==> config.mk <==
export PLATFORM = sky130hd
export DESIGN_NAME = parity_check_seq
export DESIGN_NICKNAME = d
export VERILOG_FILES = /design/src/rtl/parity_check_pkg.sv /design/src/rtl/parity_err_counter.sv /design/src/rtl/parity_check_seq.sv
export SDC_FILE = /design/constraint.sdc
export NUM_CORES = 1
export LEC_CHECK = 0
export BUFFER_PORTS_ARGS = -buffer_cell sky130_fd_sc_hd__buf_2
export CORE_MARGIN = 3
export CORE_UTILIZATION = 53
export CTS_CLUSTER_SIZE = 20
export DETAILED_ROUTE_END_ITERATION = 16
export GPL_TIMING_DRIVEN = 0
export HOLD_SLACK_MARGIN = 0.05
export PLACE_DENSITY_LB_ADDON = 0.12
export RECOVER_POWER = 50
export SLEW_MARGIN = 20
export SYNTH_ARGS = -nofsm -noshare
export SYNTH_HDL_FRONTEND = slang
export SYNTH_HIERARCHICAL = 1
export SYNTH_SLANG_ARGS = --single-unit
==> constraint.sdc <==
create_clock -name clk -period 1.5 [get_ports clk]
set_input_delay 0.15 -clock clk [delete_from_list [all_inputs] [get_ports clk]]
set_output_delay 0.15 -clock clk [all_outputs]
set_load 0.1 [all_outputs]
==> src/rtl/parity_check_pkg.sv <==
// Shared definitions for the serial parity checker: FSM encodings, parity
// mode constants and the expected-parity helper.
package parity_check_pkg;

  typedef enum logic [1:0] {
    ST_IDLE   = 2'd0,
    ST_DATA   = 2'd1,
    ST_PARITY = 2'd2
  } state_t;

  localparam logic PAR_EVEN = 1'b0;
  localparam logic PAR_ODD  = 1'b1;

  // Expected parity bit from the running XOR of the data bits and the mode.
  function automatic logic expected_parity(input logic acc, input logic odd);
    return acc ^ odd;
  endfunction

endpackage

==> src/rtl/parity_err_counter.sv <==
// Saturating event counter for parity errors; cleared only by reset.
module parity_err_counter #(
  parameter int CNT_W = 8
) (
  input  logic             clk,
  input  logic             reset,
  input  logic             inc,
  output logic [CNT_W-1:0] count
);

  localparam logic [CNT_W-1:0] CNT_MAX = {CNT_W{1'b1}};

  always_ff @(posedge clk) begin
    if (!reset) begin
      count <= '0;
    end else if (inc && (count != CNT_MAX)) begin
      count <= count + 1'b1;
    end
  end

endmodule

==> src/rtl/parity_check_seq.sv <==
// Serial even/odd parity checker for the UART receive path: DATA_W data bits
// LSB first, then one parity bit. Optional error counter: PARITY_CHECK_ERR_CNT_EN.
module parity_check_seq
  import parity_check_pkg::*;
#(
  parameter int DATA_W = 8,
  parameter int CNT_W  = 8
) (
  input  logic              clk,
  input  logic              reset,
  input  logic              enable,
  input  logic              start,
  input  logic              odd_mode,
  input  logic              bit_valid,
  input  logic              bit_in,
  output logic              busy,
  output logic              done,
  output logic [DATA_W-1:0] data_out,
  output logic              parity_error,
  output logic [1:0]        dbg_state
`ifdef PARITY_CHECK_ERR_CNT_EN
  ,
  output logic [CNT_W-1:0]  err_count
`endif
);

  localparam int CNT_BITS = $clog2(DATA_W);

  generate
    if (DATA_W < 2 || DATA_W > 32) begin : g_bad_data_w
      $error("parity_check_seq: DATA_W must be in 2..32");
    end
    if (CNT_W < 1) begin : g_bad_cnt_w
      $error("parity_check_seq: CNT_W must be at least 1");
    end
  endgenerate

  state_t              state;
  logic [CNT_BITS-1:0] bit_cnt;
  logic [DATA_W-1:0]   shift_reg;
  logic                acc;
  logic                odd_q;

  // Handshake: a frame bit is consumed only in a cycle with enable & bit_valid
  // & ~start; start (with enable) always wins and restarts the frame, and with
  // enable low every input is ignored and all state holds.
  logic start_ok;
  logic bit_ok;
  logic last_data_bit;
  logic frame_end;
  logic bit_mismatch;

  assign start_ok      = enable & start;
  assign bit_ok        = enable & ~start & bit_valid;
  assign last_data_bit = (bit_cnt == CNT_BITS'(DATA_W - 1));
  assign frame_end     = bit_ok & (state == ST_PARITY);
  assign bit_mismatch  = bit_in ^ expected_parity(acc, odd_q);
  assign dbg_state     = state;

  always_ff @(posedge clk) begin
    if (!reset) begin
      state        <= ST_IDLE;
      bit_cnt      <= '0;
      shift_reg    <= '0;
      acc          <= 1'b0;
      odd_q        <= PAR_EVEN;
      busy         <= 1'b0;
      done         <= 1'b0;
      data_out     <= '0;
      parity_error <= 1'b0;
    end else begin
      done <= 1'b0;
      if (start_ok) begin
        // Also the abort path: a frame in progress is dropped without done.
        state     <= ST_DATA;
        bit_cnt   <= '0;
        shift_reg <= '0;
        acc       <= 1'b0;
        odd_q     <= odd_mode;
        busy      <= 1'b1;
      end else if (bit_ok) begin
        case (state)
          ST_DATA: begin
            shift_reg[bit_cnt] <= bit_in;
            acc                <= acc ^ bit_in;
            bit_cnt            <= bit_cnt + 1'b1;
            if (last_data_bit) begin
              state <= ST_PARITY;
            end
          end
          ST_PARITY: begin
            parity_error <= bit_mismatch;
            data_out     <= shift_reg;
            done         <= 1'b1;
            busy         <= 1'b0;
            state        <= ST_IDLE;
          end
          default: begin
            state <= ST_IDLE;
          end
        endcase
      end
    end
  end

`ifdef PARITY_CHECK_ERR_CNT_EN
  // Counts on the same edge that raises done, so err_count tracks the frame.
  parity_err_counter #(
    .CNT_W (CNT_W)
  ) u_err_counter (
    .clk   (clk),
    .reset (reset),
    .inc   (frame_end & bit_mismatch),
    .count (err_count)
  );
`endif

endmodule

# After elaboration in Yosys (flattened, before gate mapping)
# Index checks and enable logic that the tools add are counted.
# word_totals
register_bits	26
latchBits	0
ramBits	0
mem_bits_ro	0
out_inout_bits	13
memories	0
# op_classes
add_sub_neg	1
multipliers	0
n_div	0
magnitude_cmp	2
eq_ne	5
shifts	0
muxes	11
bitwise_logic	10
reduce_logical	10
# ops
cell	count
bitwise mux 8 bit	1
AND reduction 2 bit	4
2-to-1 mux 1 bit	7
less-than comparator 3 x 4 -> 1 bit, second input constant	1
2-to-1 mux 2 bit	2
inverter 1 bit	4
nonzero test 2 bit	2
adder 3 x 1 -> 3 bit, second input constant	1
AND 1 bit	3
demux 1 bit (select 3 bit)	1
== test 3 bit, second input constant	1
>= comparator 3 x 1 -> 1 bit, second input constant	1
!= test 3 bit, second input constant	1
AND reduction 3 bit	1
OR reduction 3 bit	1
XOR 1 bit	3
== test 2 x 1 -> 1 bit, second input constant	1
== test 2 bit, second input constant	1
!= test 2 bit, second input constant	1
OR reduction 2 bit	1
logical AND 1 bit	1

# Depth between registers and ports, before layout
# Gate-level depths: netlist (run 1).
# logic_depth
depth_word	5
mapped_depth	5
ltp_nobuf	5

# Worst setup path after synthesis (run 1)
# Ideal clock, no wire load.
# synth_path
kind	flip-flop to flip-flop
startpoint	reg state[0] (netlist: dbg_state[0])
endpoint	reg shift_reg[7]
setup_time_ps	126
t_arrival_ps	1862
setup_slack_ps	-488
path_stages_with_launch	4
n_path_buf	0
period_less_slack_ps	1988
cell_sequence	dfxtp_1 > nand2b_1 > or4_4 > mux2i_1
# synth_between
elab_chain_len	2
# synth_rtl
element	line_no	source
start, declared	parity_check_seq.sv:38	state_t state;
start signal, assigned	parity_check_seq.sv:62	state <= ST_IDLE;
start signal, assigned	parity_check_seq.sv:75	state <= ST_DATA;
start signal, assigned	parity_check_seq.sv:88	state <= ST_PARITY;
== test 2 x 1 -> 1 bit	parity_check_seq.sv:82	case (state)
AND reduction 2 bit (no source line)	-	
end signal, assigned by index	parity_check_seq.sv:84	shift_reg[bit_cnt] <= bit_in;
end, declared	parity_check_seq.sv:40	logic [DATA_W-1:0] shift_reg;
# Every way passes these cells.
# A chain may end at the register's enable or synchronous reset.

# Worst setup path after layout (run 1)
# layout_path
startpoint	reg bit_cnt[0]
endpoint	reg shift_reg[7]
# layout_between
elab_chain_len	5
elab_cells_between_ends	6
# layout_rtl
element	line_no	source
start, declared	parity_check_seq.sv:39	logic [CNT_BITS-1:0] bit_cnt;
start signal, assigned	parity_check_seq.sv:86	bit_cnt <= bit_cnt + 1'b1;
less-than comparator 3 x 4 -> 1 bit (not written as such) / >= comparator 3 x 1 -> 1 bit (equally long branches)	parity_check_seq.sv:84	
logical AND 1 bit (not written as such)	parity_check_seq.sv:84	
2-to-1 mux 1 bit (not written as such)	parity_check_seq.sv:84	
demux 1 bit (select 3 bit) (*)	parity_check_seq.sv:84	
bitwise mux 8 bit (*)	parity_check_seq.sv:84	
# Mark *: on every way between the ends. The rest lies on a longest branch, timed or not.

==> results of run 1 <==
[power groups by stage]
stage,registers (W),logic (W),clock network [W]
after floorplan,0.000740,0.0000489,0
after global placement,0.000714,0.000105,0
after detailed placement,0.000715,0.000107,0
after CTS,0.000700,0.000108,0.000422
after global routing,0.000701,0.000116,0.000436
final,0.000700,0.000108,0.000412
[cells by family after synthesis]
family                     share of synthesized area [%]
AOI/OAI and AO/OA                                   16.8
xor gates and xnor gates                            1.52
adders and majority gates                           2.17
muxes                                               7.81
and+or+nand+nor                                     23.6
buffers and inverters                               2.93
DFF                                                 45.1
[through the flow]
step                cells  power, W  utilization (%)
global route          177   0.00125             66.8
CTS                   177   0.00123             66.8
finish                177   0.00122             66.8
floorplan             127  0.000789                -
detailed placement    173  0.000822             64.4
global placement      173  0.000819             64.4
[how the worst min path moves through the flow]
stage / startpoint / endpoint / slack, ns / cells after the start
2_1_floorplan: reset / dbg_state[0]$_SDFFE_PN0P_ / 0.29 / 1
3_3_place_gp: odd_mode / odd_q$_SDFFE_PN0P_ / 0.42 / 3
3_5_place_dp: odd_mode / odd_q$_SDFFE_PN0P_ / 0.43 / 3
4_1_cts: odd_mode / odd_q$_SDFFE_PN0P_ / 0.07 / 3
5_1_grt: odd_mode / odd_q$_SDFFE_PN0P_ / 0.08 / 3
6_report: odd_mode / odd_q$_SDFFE_PN0P_ / 0.07 / 3
[routing by layer]
layer  vias up  part of all wire (%)  wire (µm)
met5         -                     0          0
met4         0                   1.3         31
met3         5                   5.9        143
met2        34                    47       1150
met1       456                    45       1100
li1        506                     -          -
[layout by cell type, fill, tap and decap left out, drive strengths merged]
cell type	n
nand3	16
o211ai	2
inv	1
nor4	1
nand4	3
and3b	1
nand2b	3
nor4b	1
dfxtp	26
a21oi	4
xnor2	1
nor3b	1
nand3b	1
o41ai	1
ha	2
o21ai	12
clkbuf	17
a21boi	12
mux2i	9
and4	1
nor3	1
or4	1
xor2	1
nor2b	3
nand2	16
buf	13
[layout make-up]
type                       count  area, µm²
tap                           27       33.8
clock buffer                   4       47.5
multi-input combinational     93        599
inverter                       1       3.75
timing repair buffer          19       95.1
fill                         193        664
buffer                         7       30.0
sequential                    26        528
[worst min-delay path, cell delays in order]
cell and delay, ns:
buf_2 0.09, nand3_1 0.05, a21boi_0 0.07
==> metrics.txt, run 1 <==
net load switching power=0.000292 W; final worst setup slack=approximately 0.11 ns; Max Clk Rate=~720 MHz; Worst setup SP type=register; WS Path Type=register to register; post-synthesis sequential area ratio=a little under half; Remaining DRCs=0; Max clock buf depth=2; GR peak layer=met2; # nets final=160; die area=2770 µm²; Die Ht=roughly 53 µm; Tmin final=1.39 ns; CTS tree=done; Fin Clk Skew=between 0.007 and 0.008 ns; Synthesized Nets=around 140; Clk Latency, worst-skew pair=~0.32 ns; Yosys top cell area share=about 45%; Int Pwr=0.000928 W; Cell Area, Synth=between 1000 and 1500 µm²; P_leak=about 0.56 nW; Final Cycle Share=between 90 and 100%; maxcap violations=0; max-slew violations=0; pin count of the biggest net entering global routing=16; Rows=16; final hold violation count=0; Synth cell types=26; Die X=between 50 and 60 µm; Vias=between 1000 and 1500; Routed WL=roughly 2.4 mm; Worst-Margin Slew=between 0.5 and 0.6 ns; clock sink count=26; FFs w/ async S/R, synth=0%; ratio of cells with drive above 1 in the final layout=roughly a fifth; GPL Wtd Cong=between 0.8 and 0.9; I/O pin count=20; synth top area cells=dfxtp_1, mux2i_1, a21boi_0; Cells after Synth=around 130; slew margin rel.=64.3%; number of flops mapped to enable cells by yosys=0; post-route ant nets=0; Setup WS pre-CTS=0.138 ns; Congestion Overflow GR=0; synth warn=6; CP delay by family, top=simple AND/OR/NAND/NOR gates; Critical Path End=shift_reg[7]$_SDFFE_PP0P_; Critical Path RT=between 1.5 and 2 ns; post-synthesis register bit count=26; Vias/cell=about 5.7; CP bufs+invs=1; R2R cell count=3; Clock Root Buffer=clkbuf_4; register-to-register setup slack=0.11 ns; first-pass GRT wire length=3.96 mm; H-tree depth=1; gr usage total=between 10% and 20%; met3 Use GR=2.56%; drt first pass iters=4; Worst Hold Slack=around 0.072 ns; antenna cell count=0; CTS clk-pin slew, worst paths=~0.14 ns; total CTS buffers=3; final setup violation count=0; critical path depth=3; status=complete, no violations; core area=around 2000 µm²; Post-DP Area=between 1000 and 1500 µm²; switching share of power=a little under a quarter; slowest cell on the critical path=or4_4; Synth area leader=dfxtp_1; Design Area, Final=1340 µm²; Crit path largest cell delay=0.56 ns; setup bufs post-CTS=0; Critical Path Sink Type=register; HPWL Detailed=1.79 mm; most frequent cells after synthesis=dfxtp_1, nand2_1, nand3_1; number of global-route vias before repair=between 800 and 900; Hold Path Class=input pin to register; antenna violations before repair=0; TNS Setup=0 ns; number of DRC markers in iteration 0=19; crit path from=bit_cnt[0]$_SDFFE_PP0P_; post-CTS sizing=0; Port Buffer Count=19; CP Cell Sequence=inv_1 > or4_4 > mux2i_1; r2r endpoint=shift_reg[7]$_SDFFE_PP0P_; Clock power frac=between 30% and 40%; Avg Cell Area, Syn=roughly 9.1 µm²; top-count cell post-synth=dfxtp_1; P&R area growth vs syn=15.9%; drt wl/cell=roughly 14 µm; ys flop type=dfxtp_1; CTS Hold Bufs=0; Worst EP arrival=~1.6 ns; reg-to-reg startpoint=bit_cnt[0]$_SDFFE_PP0P_; Initial Util=57.6%; M2 GR Usage=32.6%; routing usage on met1=between 20% and 30%; RSZ-0062 raised after global routing=false; P per Cell Area=approximately 910 nW/µm²; Crit Path Max Fanout=7; Logic pwr share=8.9%; peak supply drop=around 0.58 mV; register share of total power=57.3%
Note: power is estimated with default switching activity, not from simulation.
==> run 2, diff against run 1 <==
--- a/config.mk
+++ b/config.mk
@@ -8,14 +8,15 @@
 export BUFFER_PORTS_ARGS = -buffer_cell sky130_fd_sc_hd__buf_2
 export CORE_MARGIN = 3
 export CORE_UTILIZATION = 53
+export CTS_CLUSTER_DIAMETER = 50
 export CTS_CLUSTER_SIZE = 20
 export DETAILED_ROUTE_END_ITERATION = 16
 export GPL_TIMING_DRIVEN = 0
 export HOLD_SLACK_MARGIN = 0.05
+export MAX_ROUTING_LAYER = met4
 export PLACE_DENSITY_LB_ADDON = 0.12
 export RECOVER_POWER = 50
 export SLEW_MARGIN = 20
 export SYNTH_ARGS = -nofsm -noshare
 export SYNTH_HDL_FRONTEND = slang
-export SYNTH_HIERARCHICAL = 1
 export SYNTH_SLANG_ARGS = --single-unit
==> run 2 against run 1 <==
  * Clock-buffer cell count unchanged
  * Clock power about the same
  * Via count up 0.30%
  * Highest routed layer unchanged
  * Sequential share of layout area unchanged
  * Core utilization unchanged
  * Sequential cell count unchanged
  * Clock skew about the same
  * Critical endpoint unchanged
  * Final cell count unchanged
  * Final area unchanged
  * Register-to-register slack about the same
  * Hold slack worse by 0.0014 ns
==> metrics.txt, run 2 <==
status=complete, no violations; Cell Area, Synth=1150 µm² (unchanged); Synthesized Nets=136 (unchanged); most frequent cells after synthesis=dfxtp_1, nand2_1, nand3_1; Final Cycle Share=92.4% (-0.20 points); Die Ht=52.7 µm (unchanged); reg-to-reg startpoint=bit_cnt[0]$_SDFFE_PP0P_; setup bufs post-CTS=0 (unchanged); Synth area leader=dfxtp_1; R2R cell count=3 (unchanged); hold path startpoint=odd_mode; P_leak=0.556 nW (unchanged); peak supply drop=0.576 mV (about the same); Initial Util=57.6% (unchanged); Vias=1004 (+0.30%); pin count of the biggest net entering global routing=16 (unchanged); CTS Hold Bufs=0 (unchanged); number of DRC markers in iteration 0=19 (unchanged); I/O pin count=20 (unchanged); Clk Latency, worst-skew pair=0.32 ns (about the same); core area=2000 µm² (unchanged); top-count cell post-synth=dfxtp_1; WS Path Type=register to register; Max clock buf depth=2 (unchanged); Rows=16 (unchanged); Hold Path Class=input pin to register; Synth cell types=26 (unchanged); # fillers=193 (unchanged); final setup violation count=0 (unchanged); final hold violation count=0 (unchanged); slew margin rel.=64.3% (unchanged); Max Clk Rate=721 MHz (+0.22%); Avg Cell Area, Syn=9.08 µm² (unchanged); Congestion Overflow GR=0 (unchanged); register area=528 µm² (unchanged); P&R area growth vs syn=15.9% (unchanged); number of flops mapped to enable cells by yosys=0 (unchanged); Port Buffer Count=19 (unchanged); antenna violations before repair=0 (unchanged); post-CTS sizing=0 (unchanged); Remaining DRCs=0 (unchanged); post-synthesis sequential area ratio=45.1% (unchanged); most common cell after layout, fill and taps aside=dfxtp_1; Die X=52.7 µm (unchanged); Vias/cell=5.67 (+0.30%); ys flop type=dfxtp_1; RSZ-0062 raised after global routing=false; ratio of cells with drive above 1 in the final layout=20.0% (unchanged); Cells after Synth=127 (unchanged); Fin Clk Skew=0.00702 ns (-0.000487 ns); CTS clk-pin slew, worst paths=0.14 ns (about the same); FFs w/ async S/R, synth=0% (unchanged); Multi-input gate area=599 µm² (unchanged); most frequent cells in the layout=dfxtp_1, nand2_1, nand3_1; synth top area cells=dfxtp_1, mux2i_1, a21boi_0; Worst-Margin Slew=0.538 ns (unchanged); max-slew violations=0 (unchanged); drt wl/cell=13.7 µm (about the same); die area=2770 µm² (unchanged); post-synthesis register bit count=26 (unchanged); Worst setup SP type=register; register-to-register setup slack=0.11 ns (about the same); Clock Root Buffer=clkbuf_4; number of global-route vias before repair=890 (-0.11%); crit path from=bit_cnt[0]$_SDFFE_PP0P_; Crit Path Max Fanout=7 (unchanged); # nets final=160 (unchanged); drt first pass iters=4 (unchanged); r2r endpoint=shift_reg[7]$_SDFFE_PP0P_; maxcap violations=0 (unchanged); antenna cell count=0 (unchanged); gr usage total=19.8% (+0.49 points); Routed WL=2.42 mm (about the same); Critical Path Sink Type=register; post-route ant nets=0 (unchanged); Yosys top cell area share=45.1% (unchanged); P per Cell Area=913 nW/µm² (about the same); total CTS buffers=3 (unchanged); Worst EP arrival=1.61 ns (about the same); hold-critical path depth=3 (unchanged); Critical Path End=shift_reg[7]$_SDFFE_PP0P_; HPWL Detailed=1.79 mm (unchanged); CTS tree=done; TNS Setup=0 ns (unchanged); Core Util, Final=66.8% (unchanged); synth warn=0 (-6); GPL Wtd Cong=0.821 (+1.5%); Tmin final=1.39 ns (-0.00298 ns); H-tree depth=1 (unchanged); Critical Path RT=1.72 ns (about the same); first-pass GRT wire length=3.97 mm (+0.18%); clock sink count=26 (unchanged)
[run 2: cell counts in the layout (fill, tap and decap cells not counted)]
Identical to the previous run, type by type.
[run 2: kinds of logic after synthesis]
family	synth area share, %
flip-flops	45.1
XOR/XNOR	1.52
AO/OA/AOI/OAI	16.8
multiplexers	7.81
adder cells (fa/ha/maj)	2.17
buffers and inverters	2.93
AND/OR/NAND/NOR	23.6
[run 2: worst min path at each step]
stage	to	slack, ns
CTS	odd_q$_SDFFE_PN0P_	0.07
global route	odd_q$_SDFFE_PN0P_	0.08
global placement	odd_q$_SDFFE_PN0P_	0.42
floorplan	dbg_state[0]$_SDFFE_PN0P_	0.29
detailed placement	odd_q$_SDFFE_PN0P_	0.43
finish	odd_q$_SDFFE_PN0P_	0.07
[run 2: metal layers]
metal	up-vias	GRT usage (%)	share of wire, %
met1	453	25.1	44
met4	0	6.38	1.5
met5	-	-	0
met3	6	2.56	6.4
li1	506	-	-
met2	39	32.6	48
[run 2: report_power, final]
| group | switching, W | internal (W) |
|---|---|---|
| logic | 0.0000785 | 0.0000300 |
| registers | 0.00000549 | 0.000694 |
| clock network | 0.000210 | 0.000204 |
[run 2: stage by stage]
step	instances	total power, W	setup slack [ns]	hold WS [ns]	cell area (µm²)
global route	177	0.00125	0.0559	0.0767	1340
floorplan	127	0.000789	0.0782	0.293	1160
finish	177	0.00122	0.113	0.0707	1340
CTS	177	0.00123	0.115	0.0715	1340
detailed placement	173	0.000822	0.138	0.425	1290
global placement	173	0.000819	0.161	0.417	1290
[run 2: worst max-delay path, stage by stage (launching register included)]
cell and delay, ns:
dfxtp_1 0.47, inv_1 0.14, or4_4 0.56, mux2i_1 0.13
[run 2: area by class of cell]
cell class | count | share of cell area (%)
clock buffer | 4 | 3.55
tap | 27 | 2.53
sequential | 26 | 39.5
timing repair buffer | 19 | 7.11
inverter | 1 | 0.281
multi-input combinational | 93 | 44.8
buffer | 7 | 2.25
